## src/rtl/ma_stage_if.sv

```systemverilog
// rtl/ma_stage_if.sv - data-memory req/ack bus between the MA stage and data memory
interface ma_stage_if;
  logic        req;
  logic        we;
  logic [29:0] adr;
  logic [3:0]  be;
  logic [31:0] wdata;
  logic        ack;
  logic [31:0] rdata;

  modport master (output req, we, adr, be, wdata, input ack, rdata);
  modport slave  (input req, we, adr, be, wdata, output ack, rdata);
endinterface

```

## src/rtl/ma_stage.sv

```systemverilog
// rtl/ma_stage.sv - memory-access pipeline stage with byte-lane steering, load alignment and WB/WB2 taps
// Optional feature macro: MA_TIMEOUT_EN (abort a WAIT that sees no ack within TIMEOUT_CYCLES)
module ma_stage #(
  parameter int TIMEOUT_CYCLES = 255
) (
  input  logic        clk,
  input  logic        rst_n,
  input  logic        cmd_ld_ma,
  input  logic        cmd_st_ma,
  input  logic [4:0]  rd_adr_ma,
  input  logic [31:0] rd_data_ma,
  input  logic        wbk_rd_reg_ma,
  input  logic [31:0] st_data_ma,
  input  logic [2:0]  ldst_code_ma,
  input  logic        stall,
  input  logic        rst_pipe,
  ma_stage_if.master  dmem,
  output logic        ma_stall,
  output logic        ma_misalign,
  output logic [4:0]  rd_adr_wb,
  output logic        wbk_rd_reg_wb,
  output logic [31:0] wbk_data_wb,
  output logic [4:0]  rd_adr_wb2,
  output logic        wbk_rd_reg_wb2,
  output logic [31:0] wbk_data_wb2
);

  typedef enum logic [1:0] {IDLE, WAIT, HOLD} state_t;

  state_t      state, state_nxt;
  logic [1:0]  lo;
  logic        mem_op, mis, acc, req_raw, ack_v, advance;
  logic        tmo_hit, ld_kill;
  logic [3:0]  be_raw;
  logic [31:0] wdata_raw, ld_fresh, ld_data, hold_data;

  assign lo     = rd_data_ma[1:0];
  assign mem_op = cmd_ld_ma | cmd_st_ma;
  assign mis    = mem_op & (((ldst_code_ma[1:0] == 2'b01) & lo[0]) |
                            ((ldst_code_ma[1:0] == 2'b10) & (lo != 2'b00)));
  assign acc    = mem_op & ~mis;

`ifdef MA_TIMEOUT_EN
  logic [15:0] tmo_cnt;
  logic        tmo_flag;

  assign tmo_hit = (state == WAIT) & ~dmem.ack & (tmo_cnt == 16'(TIMEOUT_CYCLES - 1));
  assign ld_kill = tmo_hit | tmo_flag;

  // Count unanswered WAIT cycles; remember an abort that parks in HOLD so the load is still dropped
  always_ff @(posedge clk or negedge rst_n) begin
    if (!rst_n) begin
      tmo_cnt  <= '0;
      tmo_flag <= 1'b0;
    end else if (rst_pipe) begin
      tmo_cnt  <= '0;
      tmo_flag <= 1'b0;
    end else begin
      tmo_cnt <= (state == WAIT && state_nxt == WAIT) ? tmo_cnt + 16'd1 : 16'd0;
      if (state_nxt != HOLD)
        tmo_flag <= 1'b0;
      else if (tmo_hit)
        tmo_flag <= 1'b1;
    end
  end
`else
  // No abort hardware: the comparison is constant-false and only keeps the parameter referenced
  assign tmo_hit = (TIMEOUT_CYCLES < 0);
  assign ld_kill = 1'b0;
`endif

  // Next-state and request: issue once, wait for ack, park in HOLD if the pipe is stalled at completion
  always_comb begin
    state_nxt = state;
    req_raw   = 1'b0;
    case (state)
      IDLE: begin
        if (acc) begin
          req_raw = 1'b1;
          if (dmem.ack) state_nxt = stall ? HOLD : IDLE;
          else          state_nxt = WAIT;
        end
      end
      WAIT: begin
        req_raw = 1'b1;
        if (dmem.ack || tmo_hit) state_nxt = stall ? HOLD : IDLE;
      end
      HOLD: begin
        if (!stall) state_nxt = IDLE;
      end
      default: state_nxt = IDLE;
    endcase
  end

  assign ack_v    = dmem.ack & req_raw;
  assign ma_stall = acc & ~ack_v & (state != HOLD) & ~tmo_hit;
  assign advance  = ~ma_stall & ~stall;

  // Byte-lane enables, replicated store data and aligned/extended load data
  always_comb begin
    be_raw    = 4'b1111;
    wdata_raw = st_data_ma;
    ld_fresh  = dmem.rdata;
    case (ldst_code_ma[1:0])
      2'b00: begin
        be_raw    = 4'b0001 << lo;
        wdata_raw = {4{st_data_ma[7:0]}};
      end
      2'b01: begin
        be_raw    = lo[1] ? 4'b1100 : 4'b0011;
        wdata_raw = {2{st_data_ma[15:0]}};
      end
      default: ;
    endcase
    case (ldst_code_ma)
      3'b000: ld_fresh = {{24{dmem.rdata[8*lo+7]}}, dmem.rdata[8*lo +: 8]};
      3'b100: ld_fresh = {24'd0, dmem.rdata[8*lo +: 8]};
      3'b001: ld_fresh = lo[1] ? {{16{dmem.rdata[31]}}, dmem.rdata[31:16]}
                               : {{16{dmem.rdata[15]}}, dmem.rdata[15:0]};
      3'b101: ld_fresh = lo[1] ? {16'd0, dmem.rdata[31:16]} : {16'd0, dmem.rdata[15:0]};
      default: ;
    endcase
  end

  assign ld_data     = (state == HOLD) ? hold_data : ld_fresh;
  assign dmem.req    = req_raw & ~rst_pipe;
  assign dmem.we     = dmem.req & cmd_st_ma;
  assign dmem.adr    = dmem.req ? rd_data_ma[31:2] : 30'd0;
  assign dmem.be     = dmem.req ? be_raw : 4'd0;
  assign dmem.wdata  = dmem.req ? wdata_raw : 32'd0;

  // State register and the load word captured when completion has to wait out a stall
  always_ff @(posedge clk or negedge rst_n) begin
    if (!rst_n) begin
      state     <= IDLE;
      hold_data <= '0;
    end else if (rst_pipe) begin
      state     <= IDLE;
      hold_data <= '0;
    end else begin
      state <= state_nxt;
      if (state != HOLD && state_nxt == HOLD) hold_data <= ld_fresh;
    end
  end

  // WB and WB+1 forwarding registers, plus the error pulse, all move only on advance
  always_ff @(posedge clk or negedge rst_n) begin
    if (!rst_n) begin
      rd_adr_wb      <= '0;
      wbk_rd_reg_wb  <= 1'b0;
      wbk_data_wb    <= '0;
      rd_adr_wb2     <= '0;
      wbk_rd_reg_wb2 <= 1'b0;
      wbk_data_wb2   <= '0;
      ma_misalign    <= 1'b0;
    end else if (rst_pipe) begin
      rd_adr_wb      <= '0;
      wbk_rd_reg_wb  <= 1'b0;
      wbk_data_wb    <= '0;
      rd_adr_wb2     <= '0;
      wbk_rd_reg_wb2 <= 1'b0;
      wbk_data_wb2   <= '0;
      ma_misalign    <= 1'b0;
    end else begin
      ma_misalign <= advance & (mis | (mem_op & ld_kill));
      if (advance) begin
        rd_adr_wb      <= rd_adr_ma;
        wbk_rd_reg_wb  <= wbk_rd_reg_ma & ~cmd_st_ma & ~mis & ~(cmd_ld_ma & ld_kill);
        wbk_data_wb    <= cmd_ld_ma ? ld_data : rd_data_ma;
        rd_adr_wb2     <= rd_adr_wb;
        wbk_rd_reg_wb2 <= wbk_rd_reg_wb;
        wbk_data_wb2   <= wbk_data_wb;
      end
    end
  end

endmodule

```

## src/flat_wrapper.sv

```systemverilog
// flat-port wrapper written by rule: the top's interface ports become plain ports
module ma_stage_flat 
#(
  parameter int TIMEOUT_CYCLES = 255
)
  (clk, rst_n, cmd_ld_ma, cmd_st_ma, rd_adr_ma, rd_data_ma, wbk_rd_reg_ma, st_data_ma, ldst_code_ma, stall, rst_pipe, ma_stall, ma_misalign, rd_adr_wb, wbk_rd_reg_wb, wbk_data_wb, rd_adr_wb2, wbk_rd_reg_wb2, wbk_data_wb2, dmem_req, dmem_we, dmem_adr, dmem_be, dmem_wdata, dmem_ack, dmem_rdata);
  ma_stage_if dmem_i ();
  input  logic clk;
  input  logic rst_n;
  input  logic cmd_ld_ma;
  input  logic cmd_st_ma;
  input  logic [4:0] rd_adr_ma;
  input  logic [31:0] rd_data_ma;
  input  logic wbk_rd_reg_ma;
  input  logic [31:0] st_data_ma;
  input  logic [2:0] ldst_code_ma;
  input  logic stall;
  input  logic rst_pipe;
  output logic ma_stall;
  output logic ma_misalign;
  output logic [4:0] rd_adr_wb;
  output logic wbk_rd_reg_wb;
  output logic [31:0] wbk_data_wb;
  output logic [4:0] rd_adr_wb2;
  output logic wbk_rd_reg_wb2;
  output logic [31:0] wbk_data_wb2;
  output wire logic [$bits(dmem_i.req)-1:0] dmem_req;
  output wire logic [$bits(dmem_i.we)-1:0] dmem_we;
  output wire logic [$bits(dmem_i.adr)-1:0] dmem_adr;
  output wire logic [$bits(dmem_i.be)-1:0] dmem_be;
  output wire logic [$bits(dmem_i.wdata)-1:0] dmem_wdata;
  input wire logic [$bits(dmem_i.ack)-1:0] dmem_ack;
  input wire logic [$bits(dmem_i.rdata)-1:0] dmem_rdata;
  assign dmem_req = dmem_i.req;
  assign dmem_we = dmem_i.we;
  assign dmem_adr = dmem_i.adr;
  assign dmem_be = dmem_i.be;
  assign dmem_wdata = dmem_i.wdata;
  assign dmem_i.ack = dmem_ack;
  assign dmem_i.rdata = dmem_rdata;
  ma_stage #(.TIMEOUT_CYCLES(TIMEOUT_CYCLES)) u_core (.clk(clk), .rst_n(rst_n), .cmd_ld_ma(cmd_ld_ma), .cmd_st_ma(cmd_st_ma), .rd_adr_ma(rd_adr_ma), .rd_data_ma(rd_data_ma), .wbk_rd_reg_ma(wbk_rd_reg_ma), .st_data_ma(st_data_ma), .ldst_code_ma(ldst_code_ma), .stall(stall), .rst_pipe(rst_pipe), .dmem(dmem_i), .ma_stall(ma_stall), .ma_misalign(ma_misalign), .rd_adr_wb(rd_adr_wb), .wbk_rd_reg_wb(wbk_rd_reg_wb), .wbk_data_wb(wbk_data_wb), .rd_adr_wb2(rd_adr_wb2), .wbk_rd_reg_wb2(wbk_rd_reg_wb2), .wbk_data_wb2(wbk_data_wb2));
endmodule
```

## config.mk

```make
export PLATFORM = sky130hd
export DESIGN_NAME = ma_stage_flat
export DESIGN_NICKNAME = d
export VERILOG_FILES = /design/src/rtl/ma_stage_if.sv /design/src/rtl/ma_stage.sv /design/src/flat_wrapper.sv
export SDC_FILE = /design/constraint.sdc
export NUM_CORES = 1
export LEC_CHECK = 0
export ABC_AREA = 1
export CORE_MARGIN = 5
export CORE_UTILIZATION = 45
export DETAILED_ROUTE_END_ITERATION = 16
export PLACE_DENSITY_LB_ADDON = 0.1
export SETUP_SLACK_MARGIN = 0.4
export SYNTH_ARGS = -nofsm -noshare
export SYNTH_HDL_FRONTEND = slang
export SYNTH_SLANG_ARGS = --single-unit
```

## constraint.sdc

```tcl
create_clock -name clk -period 2.8 [get_ports clk]
set_input_delay 0.84 -clock clk [delete_from_list [all_inputs] [get_ports clk]]
set_output_delay 0.84 -clock clk [all_outputs]
set_load 0.02 [all_outputs]
```

==> results.txt, run 1 <==
drt pass-1 iters: 5
final worst slack: -0.209 ns
status: finished with violations
r2r endpoint: u_core.wbk_data_wb[0]$_DFFE_PN0P_
final hold slack: 0.283 ns
chip height: 132 um
CTS tree: built
row cnt: 44
hold crit path type: in -> async
Die X: 132 um
actual slew at the worst max-slew pin: 0.579 ns
worst skew pair latency: 0.35 ns
root buf cell: clkbuf_16
Mean Syn Cell Area: 6.57 um^2
setup violators final: 69
net switching power: 1560 uW
Worst EP required: 1.96 ns
post-synth top area cell: dfrtp_1
Final Power: 4650 uW
post-DR vias/cell: 5.16
final WL: 26,200 um
RSZ-0062 raised after global routing: true
number of synthesized flops with an enable pin: 0
Int Pwr: 3090 uW
startpoint types: input pin
Seq/Total Area, Yosys: 41.3%
Pleak: 0.00593 uW
initial antenna violation count: 0
yosys synthesis warning count: 0
Setup crit end kind: output port
multi-input logic area: 0.00385 mm^2
vias in the first global route: 7,858
total negative setup slack: -8.02 ns
R2R depth: 9
first-pass GRT wire length: 41,000 um
gr ovfl total: 0
Worst Skew: 0.00489 ns
Post-synth top flop: dfrtp_1
Boundary Pins: 258
Worst-path clk slew: 0.08 ns
final net count: 1,486
Synth top area share: 41.3%
failing checks: negative setup slack
power density over the cells: 399 mW/mm^2
Cells after Synth: 1,024
CP arrival: 2.17 ns
Reg2Reg Setup Slack: 0.76 ns
combinational share of power: 36.1%
Tmin final: 3.01 ns
Sw Ratio: 33.6%
Setup CP Type: in -> out
initial core utilization: 46.1%
syn_nets: 1,136
Post-Syn Area: 0.00673 mm^2
Num CTS Buffers: 9
area delta synth->final: 73.0%
routability cong.: 0.927
Worst Setup SP: rd_data_ma[1]
DRC: 0
hpwl dp: 18,700 um
GRT Total Usage: 28.6%
Non-Filler Instances: 1,562
Achievable Freq: 332 MHz
IO Port Bufs: 257
Cell variety after synth: 35
DR vias: 8,053
Ant. Diodes: 0
largest net degree at the start of global routing: 65
clock network fraction of total power: 26.4%
Die ar.: 0.0175 mm^2
dpl cell area: 0.0105 mm^2
fillers: 986
share of cells above drive strength 1: 26.0%
ys async rst share: 100%
synth top area cells: dfrtp_1 41%, nand2_1 21%, nor2_1 7.7%
Slew Viols, Final: 0
period utilisation layout: 107%
Placed Cells: 1,518
Max Cap Viol: 0
Max Root-Sink Buffers: 2
Rel. slew slack: 61.4%
CTS sink count: 111
Fin. Hold Viols: 0
initial DRC count: 754
RR Startpoint: u_core.state[0]$_DFF_PN0_
htree depth: 3
FF+latch area: 0.00278 mm^2
Seq cells post-synth: 111
Core ar.: 0.0146 mm^2
CP Max Fanout: 6
WL per Instance: 16.8 um
design area: 0.0116 mm^2
Routed Antenna Nets: 0
Peak supply drop: 0.294 mV
fraction of power consumed by sequential logic: 37.5%
## sequential cells by signal, summed over array words and instances, names as in the netlist
register,count
u_core.hold_data,32
u_core.ma_misalign,1
u_core.rd_adr_wb,5
u_core.rd_adr_wb2,5
u_core.state,2
u_core.wbk_data_wb,32
u_core.wbk_data_wb2,32
u_core.wbk_rd_reg_wb,1
u_core.wbk_rd_reg_wb2,1
## worst max-delay path, stage by stage
cell      delay, ns
buf_8          0.11
clkinv_8       0.04
nand2_4        0.04
nand2_2        0.06
nand3b_1       0.14
nand2_2        0.13
nand3_4        0.11
buf_12         0.17
buf_8          0.12
buf_16         0.14
nor3_4         0.12
buf_6          0.14
## metrics by stage
stage,util [%],worst slack [ns]
3_5_place_dp,72.1,-1.12
3_3_place_gp,72.1,-1.05
6_report,79.8,-0.209
4_1_cts,78.8,-0.219
2_1_floorplan,-,-0.00722
5_1_grt,79.8,-0.257
## cells in the mapped netlist (3+ instances only)
cell,n
nand2_1,381
nor2_1,139
dfrtp_1,111
inv_1,103
nand3_1,99
o21ai_0,38
buf_2,26
a21oi_1,19
clkbuf_1,18
nand2_2,17
or2_2,13
o21ai_1,10
o22ai_1,7
buf_6,6
buf_1,5
nand3_2,4
clkinv_1,3
inv_2,3
## cell type report
type | count | share of cell area, %
clock buffer | 9 | 1.93
sequential | 111 | 23.8
inverter | 111 | 3.96
clock inverter | 6 | 0.462
timing repair buffer | 397 | 34.8
tap | 184 | 1.98
multi-input combinational | 744 | 33.0
## what timing repair did
| action | CTS | global route |
|---|---|---|
| setup buffers | 15 | 8 |
| hold buffers | 0 | 0 |
| gates cloned | 6 | 0 |
| endpoints found under the hold margin | 0 | 0 |
| endpoints found under the setup margin | 147 | 75 |
| pin swaps | 10 | 11 |
| resized for setup | 507 | 21 |
## how the worst max path moves through the flow
| stage | end | slack (ns) | cells past startpoint |
|---|---|---|---|
| floorplan | dmem_adr[14] | -0.007 | 9 |
| global placement | dmem_wdata[31] | -1.05 | 8 |
| detailed placement | dmem_wdata[31] | -1.12 | 8 |
| CTS | dmem_wdata[15] | -0.22 | 12 |
| global route | dmem_wdata[15] | -0.26 | 12 |
| finish | dmem_wdata[15] | -0.21 | 12 |
## logic make-up (layout without fill, tap and decap cells)
family          count (synthesis)  after routing  share of synthesized area [%]
compound gates                 79             79                           6.39
simple gates                  665            665                           41.4
flops                         111            111                           41.3
buf+inv                       169            523                           10.9
## power groups by stage
stage	Combinational, uW	Clock, uW	Sequential, uW
floorplan	633	0	1840
CTS	1630	1240	1740
detailed placement	1430	0	1780
finish	1680	1230	1750
global route	1790	1310	1760
global placement	1410	0	1770
## metal layers
metal | track usage, % | vias to the layer above | share of wire (%)
met3 | 6.07 | 61 | 8.6
li1 | - | 3851 | -
met4 | 11.9 | 0 | 3.6
met5 | 0 | - | 0
met1 | 36.5 | 3744 | 40
met2 | 47.1 | 397 | 48
## placed cells by master (no fill, tap or decap), drive strengths merged
cell type / synthesis / final
o211ai: 2 / 2
nor3: 2 / 2
nand2: 399 / 399
inv: 107 / 108
nand4: 3 / 3
nor2: 142 / 142
a31oi: 1 / 1
dfrtp: 111 / 111
o21ai: 48 / 48
clkdlybuf4s50: 0 / 180
buf: 40 / 216
clkbuf: 18 / 9
nand3: 103 / 103
a21oi: 19 / 19
clkinvlp: 0 / 1
or2: 13 / 13
nand3b: 2 / 2
o22ai: 7 / 7
a211oi: 1 / 1
a221oi: 1 / 1
nor3b: 1 / 1
clkinv: 4 / 8
dlygate4sd2: 0 / 1
Note: power is estimated with default switching activity, not from simulation.
==> run 2, diff against run 1 <==
--- a/config.mk
+++ b/config.mk
@@ -7,8 +7,9 @@
 export LEC_CHECK = 0
 export ABC_AREA = 1
 export CORE_MARGIN = 5
-export CORE_UTILIZATION = 45
+export CORE_UTILIZATION = 41
 export DETAILED_ROUTE_END_ITERATION = 16
+export HOLD_SLACK_MARGIN = 0.03
 export PLACE_DENSITY_LB_ADDON = 0.1
 export SETUP_SLACK_MARGIN = 0.4
 export SYNTH_ARGS = -nofsm -noshare
==> constraint.sdc (replaced) <==
create_clock -name clk -period 2.7 [get_ports clk]
set_input_delay 0.81 -clock clk [delete_from_list [all_inputs] [get_ports clk]]
set_output_delay 0.81 -clock clk [all_outputs]
set_load 0.02 [all_outputs]
==> run 2 against run 1 <==
The flow still finishes with violations (negative setup slack). Global-route usage decreased by 3.4 points. Non-clock buffer count up 1. Clock power rose by 6%. Register-to-register slack improved by 0.05 ns. Count of clock-buffer cells in the layout grew 1. Routed wire length down 2.4%. Total power grew 2.8%. Critical path type unchanged.
==> results.txt, run 2 (synthesis gave the netlist of run 1 again) <==
status: finished with violations
failing checks: negative setup slack
share of cells above drive strength 1: 26.4% (+0.40 points)
gr ovfl total: 0 (unchanged)
hold crit path type: in -> async
Worst EP required: 1.89 ns (-0.07 ns)
CTS tree: built
CP Max Fanout: 6 (unchanged)
chip height: 138 um (+4.4%)
Worst Skew: 0.00616 ns (+0.00127 ns)
area delta synth->final: 71.2%
row cnt: 46 (+4.5%)
most common cell after layout, fill and taps aside: nand2_1
first-pass GRT wire length: 39,500 um (-3.6%)
dpl cell area: 0.0106 mm^2 (+1.1%)
combinational share of power: 35.0% (-1.1 points)
vias in the first global route: 7,590 (-3.4%)
fraction of power consumed by sequential logic: 37.8% (+0.3 points)
Slew Viols, Final: 0 (unchanged)
RSZ-0062 raised after global routing: true
Tmin final: 2.94 ns
largest net degree at the start of global routing: 68 (+4.6%)
Die X: 138 um (+4.4%)
initial core utilization: 42.1% (-4.1 points)
fillers: 1,359 (+38%)
Achievable Freq: 340 MHz
power density over the cells: 415 mW/mm^2 (+3.9%)
Worst path top cell family by delay: buffers and inverters
Worst path most repeated cell: buf_6
met1 GRT Util: 32.9% (-3.7 points)
Worst-path clk slew: 0.08 ns (about the same)
initial antenna violation count: 0 (unchanged)
total negative setup slack: -9.94 ns (-1.91 ns)
CP arrival: 2.13 ns (-0.04 ns)
Boundary Pins: 258 (unchanged)
hpwl dp: 19,200 um (+2.5%)
Peak supply drop: 0.353 mV (+20%)
Worst Path Buf+Inv: 8 (+2)
final WL: 25,600 um (-2.4%)
setup violators final: 68 (-1.4%)
Rel. slew slack: 59.8% (-1.6 points)
Core ar.: 0.0160 mm^2 (+9.7%)
routability cong.: 0.900 (-2.9%)
post-DR vias/cell: 4.93 (-4.3%)
Die ar.: 0.0191 mm^2 (+9.0%)
root buf cell: clkbuf_16
met2 Use GR: 41.7% (-5.4 points)
hold buffer count at cts: 0 (unchanged)
CTS sink count: 111 (unchanged)
Setup CP Type: in -> out
Routed Antenna Nets: 0 (unchanged)
net switching power: 1610 uW (+2.7%)
final worst slack: -0.240 ns (-0.0309 ns)
WP depth: 15 (+3)
Ant. Diodes: 0 (unchanged)
IO Port Bufs: 257 (unchanged)
htree depth: 3 (unchanged)
Int Pwr: 3180 uW (+2.9%)
WL per Instance: 16.0 um (-4.5%)
design area: 0.0115 mm^2 (-1.0%)
CP max stage cell: buf_12
period utilisation layout: 109%
Setup crit end kind: output port
met3 GRT Util: 6.03% (-0.034 points)
worst skew pair latency: 0.35 ns (about the same)
R2R depth: 9 (unchanged)
Sw Ratio: 33.6% (-0.057 points)
clock network fraction of total power: 27.2% (+0.8 points)
Fin. Hold Viols: 0 (unchanged)
Num CTS Buffers: 9 (unchanged)
Max Root-Sink Buffers: 2 (unchanged)
initial DRC count: 601 (-20%)
Max Cap Viol: 0 (unchanged)
drt pass-1 iters: 5 (unchanged)
GRT Total Usage: 25.2% (-3.4 points)
Top Usage Layer GRT: met2
Pleak: 0.00590 uW (-0.46%)
Slowest Stage Delay on Critical Path: 0.17 ns (about the same)
startpoint types: input pin
final net count: 1,487 (+0.067%)
crit-path cells: buf_6 -> buf_6 -> clkinv_8 -> nand2_4 -> nand2_4 -> nand3b_1 -> nand2_2 -> nand3_4 -> buf_12 -> clkinv_8 -> buf_6 -> o21ai_4 -> buf_6 -> nor2_4 -> buf_6
actual slew at the worst max-slew pin: 0.602 ns (+0.0235 ns)
DRC: 0 (unchanged)
top flop regs: u_core.hold_data: 32 flops, u_core.wbk_data_wb2: 32 flops, u_core.wbk_data_wb: 32 flops
DR vias: 7,873 (-2.2%)
most frequent cells in the layout: 377 x nand2_1, 179 x clkdlybuf4s50_1, 123 x buf_4
==> run 2: changes by cell type in the layout (fill, tap and decap cells not counted), moves of 4 or more <==
cell,before,now
buf_16,7,1
nor2_2,9,19
buf_8,4,0
buf_2,1,6
buf_4,116,123
nor2_4,59,50
buf_6,74,69
==> run 2: through the flow <==
| stage | cells | utilization (%) | hold WS [ns] | total power, uW | worst slack [ns] |
|---|---|---|---|---|---|
| 5_1_grt | 1596 | 72.0 | 0.449 | 5010 | -0.289 |
| 6_report | 1596 | 72.0 | 0.435 | 4780 | -0.240 |
| 3_3_place_gp | 1554 | 66.5 | 0.453 | 3330 | -0.985 |
| 4_1_cts | 1583 | 69.7 | 0.443 | 4690 | -0.272 |
| 3_5_place_dp | 1554 | 66.5 | 0.457 | 3340 | -1.01 |
| 2_1_floorplan | 1024 | - | 0.479 | 2570 | -0.0472 |
==> run 2: layer usage <==
layer  wire (um)  vias to the layer above  share of wire (%)
li1            -                     3854                  -
met1       10500                     3653                 41
met2       12200                      332                 48
met3        2280                       34                8.9
met4         616                        0                2.4
met5           0                        -                  0
==> run 2: repair_timing <==
item	in CTS	in global routing
setup buffers	13	8
pin swaps	9	5
setup endpoints to repair	174	80
gates cloned	0	5
resized for setup	381	96
==> run 2: power by group through the flow <==
| stage | Combinational (uW) | Sequential, uW | Clock (uW) |
|---|---|---|---|
| floorplan | 656 | 1910 | 0 |
| global placement | 1490 | 1840 | 0 |
| detailed placement | 1500 | 1840 | 0 |
| CTS | 1560 | 1810 | 1320 |
| global route | 1800 | 1820 | 1390 |
| finish | 1670 | 1810 | 1300 |
==> run 2: worst paths after layout <==
path / endpoint / from / slack, ns
setup / recovery: dmem_wdata[14] / rd_data_ma[0] / -0.24
hold / removal: u_core.wbk_data_wb2[9]$_DFFE_PN0P_ / rst_n / 0.43
setup reg to reg: u_core.wbk_data_wb[12]$_DFFE_PN0P_ / u_core.state[0]$_DFF_PN0_ / 0.81
hold reg to reg: u_core.wbk_data_wb2[31]$_DFFE_PN0P_ / u_core.wbk_data_wb2[31]$_DFFE_PN0P_ / 0.47
max in group asynchronous: u_core.hold_data[29]$_DFFE_PN0P_ / rst_n / 1.91
min in group clk: u_core.wbk_data_wb2[31]$_DFFE_PN0P_ / u_core.wbk_data_wb2[31]$_DFFE_PN0P_ / 0.47
==> run 2: final cells by class <==
class | count | area (um^2) | share of cell area [%]
Clock inverter | 6 | 57.6 | 0.499
Tap cell | 216 | 270 | 2.34
Timing Repair Buffer | 398 | 3940 | 34.2
Inverter | 111 | 453 | 3.93
Multi-Input combinational cell | 744 | 3800 | 32.9
Clock buffer | 10 | 229 | 1.99
Sequential cell | 111 | 2780 | 24.1
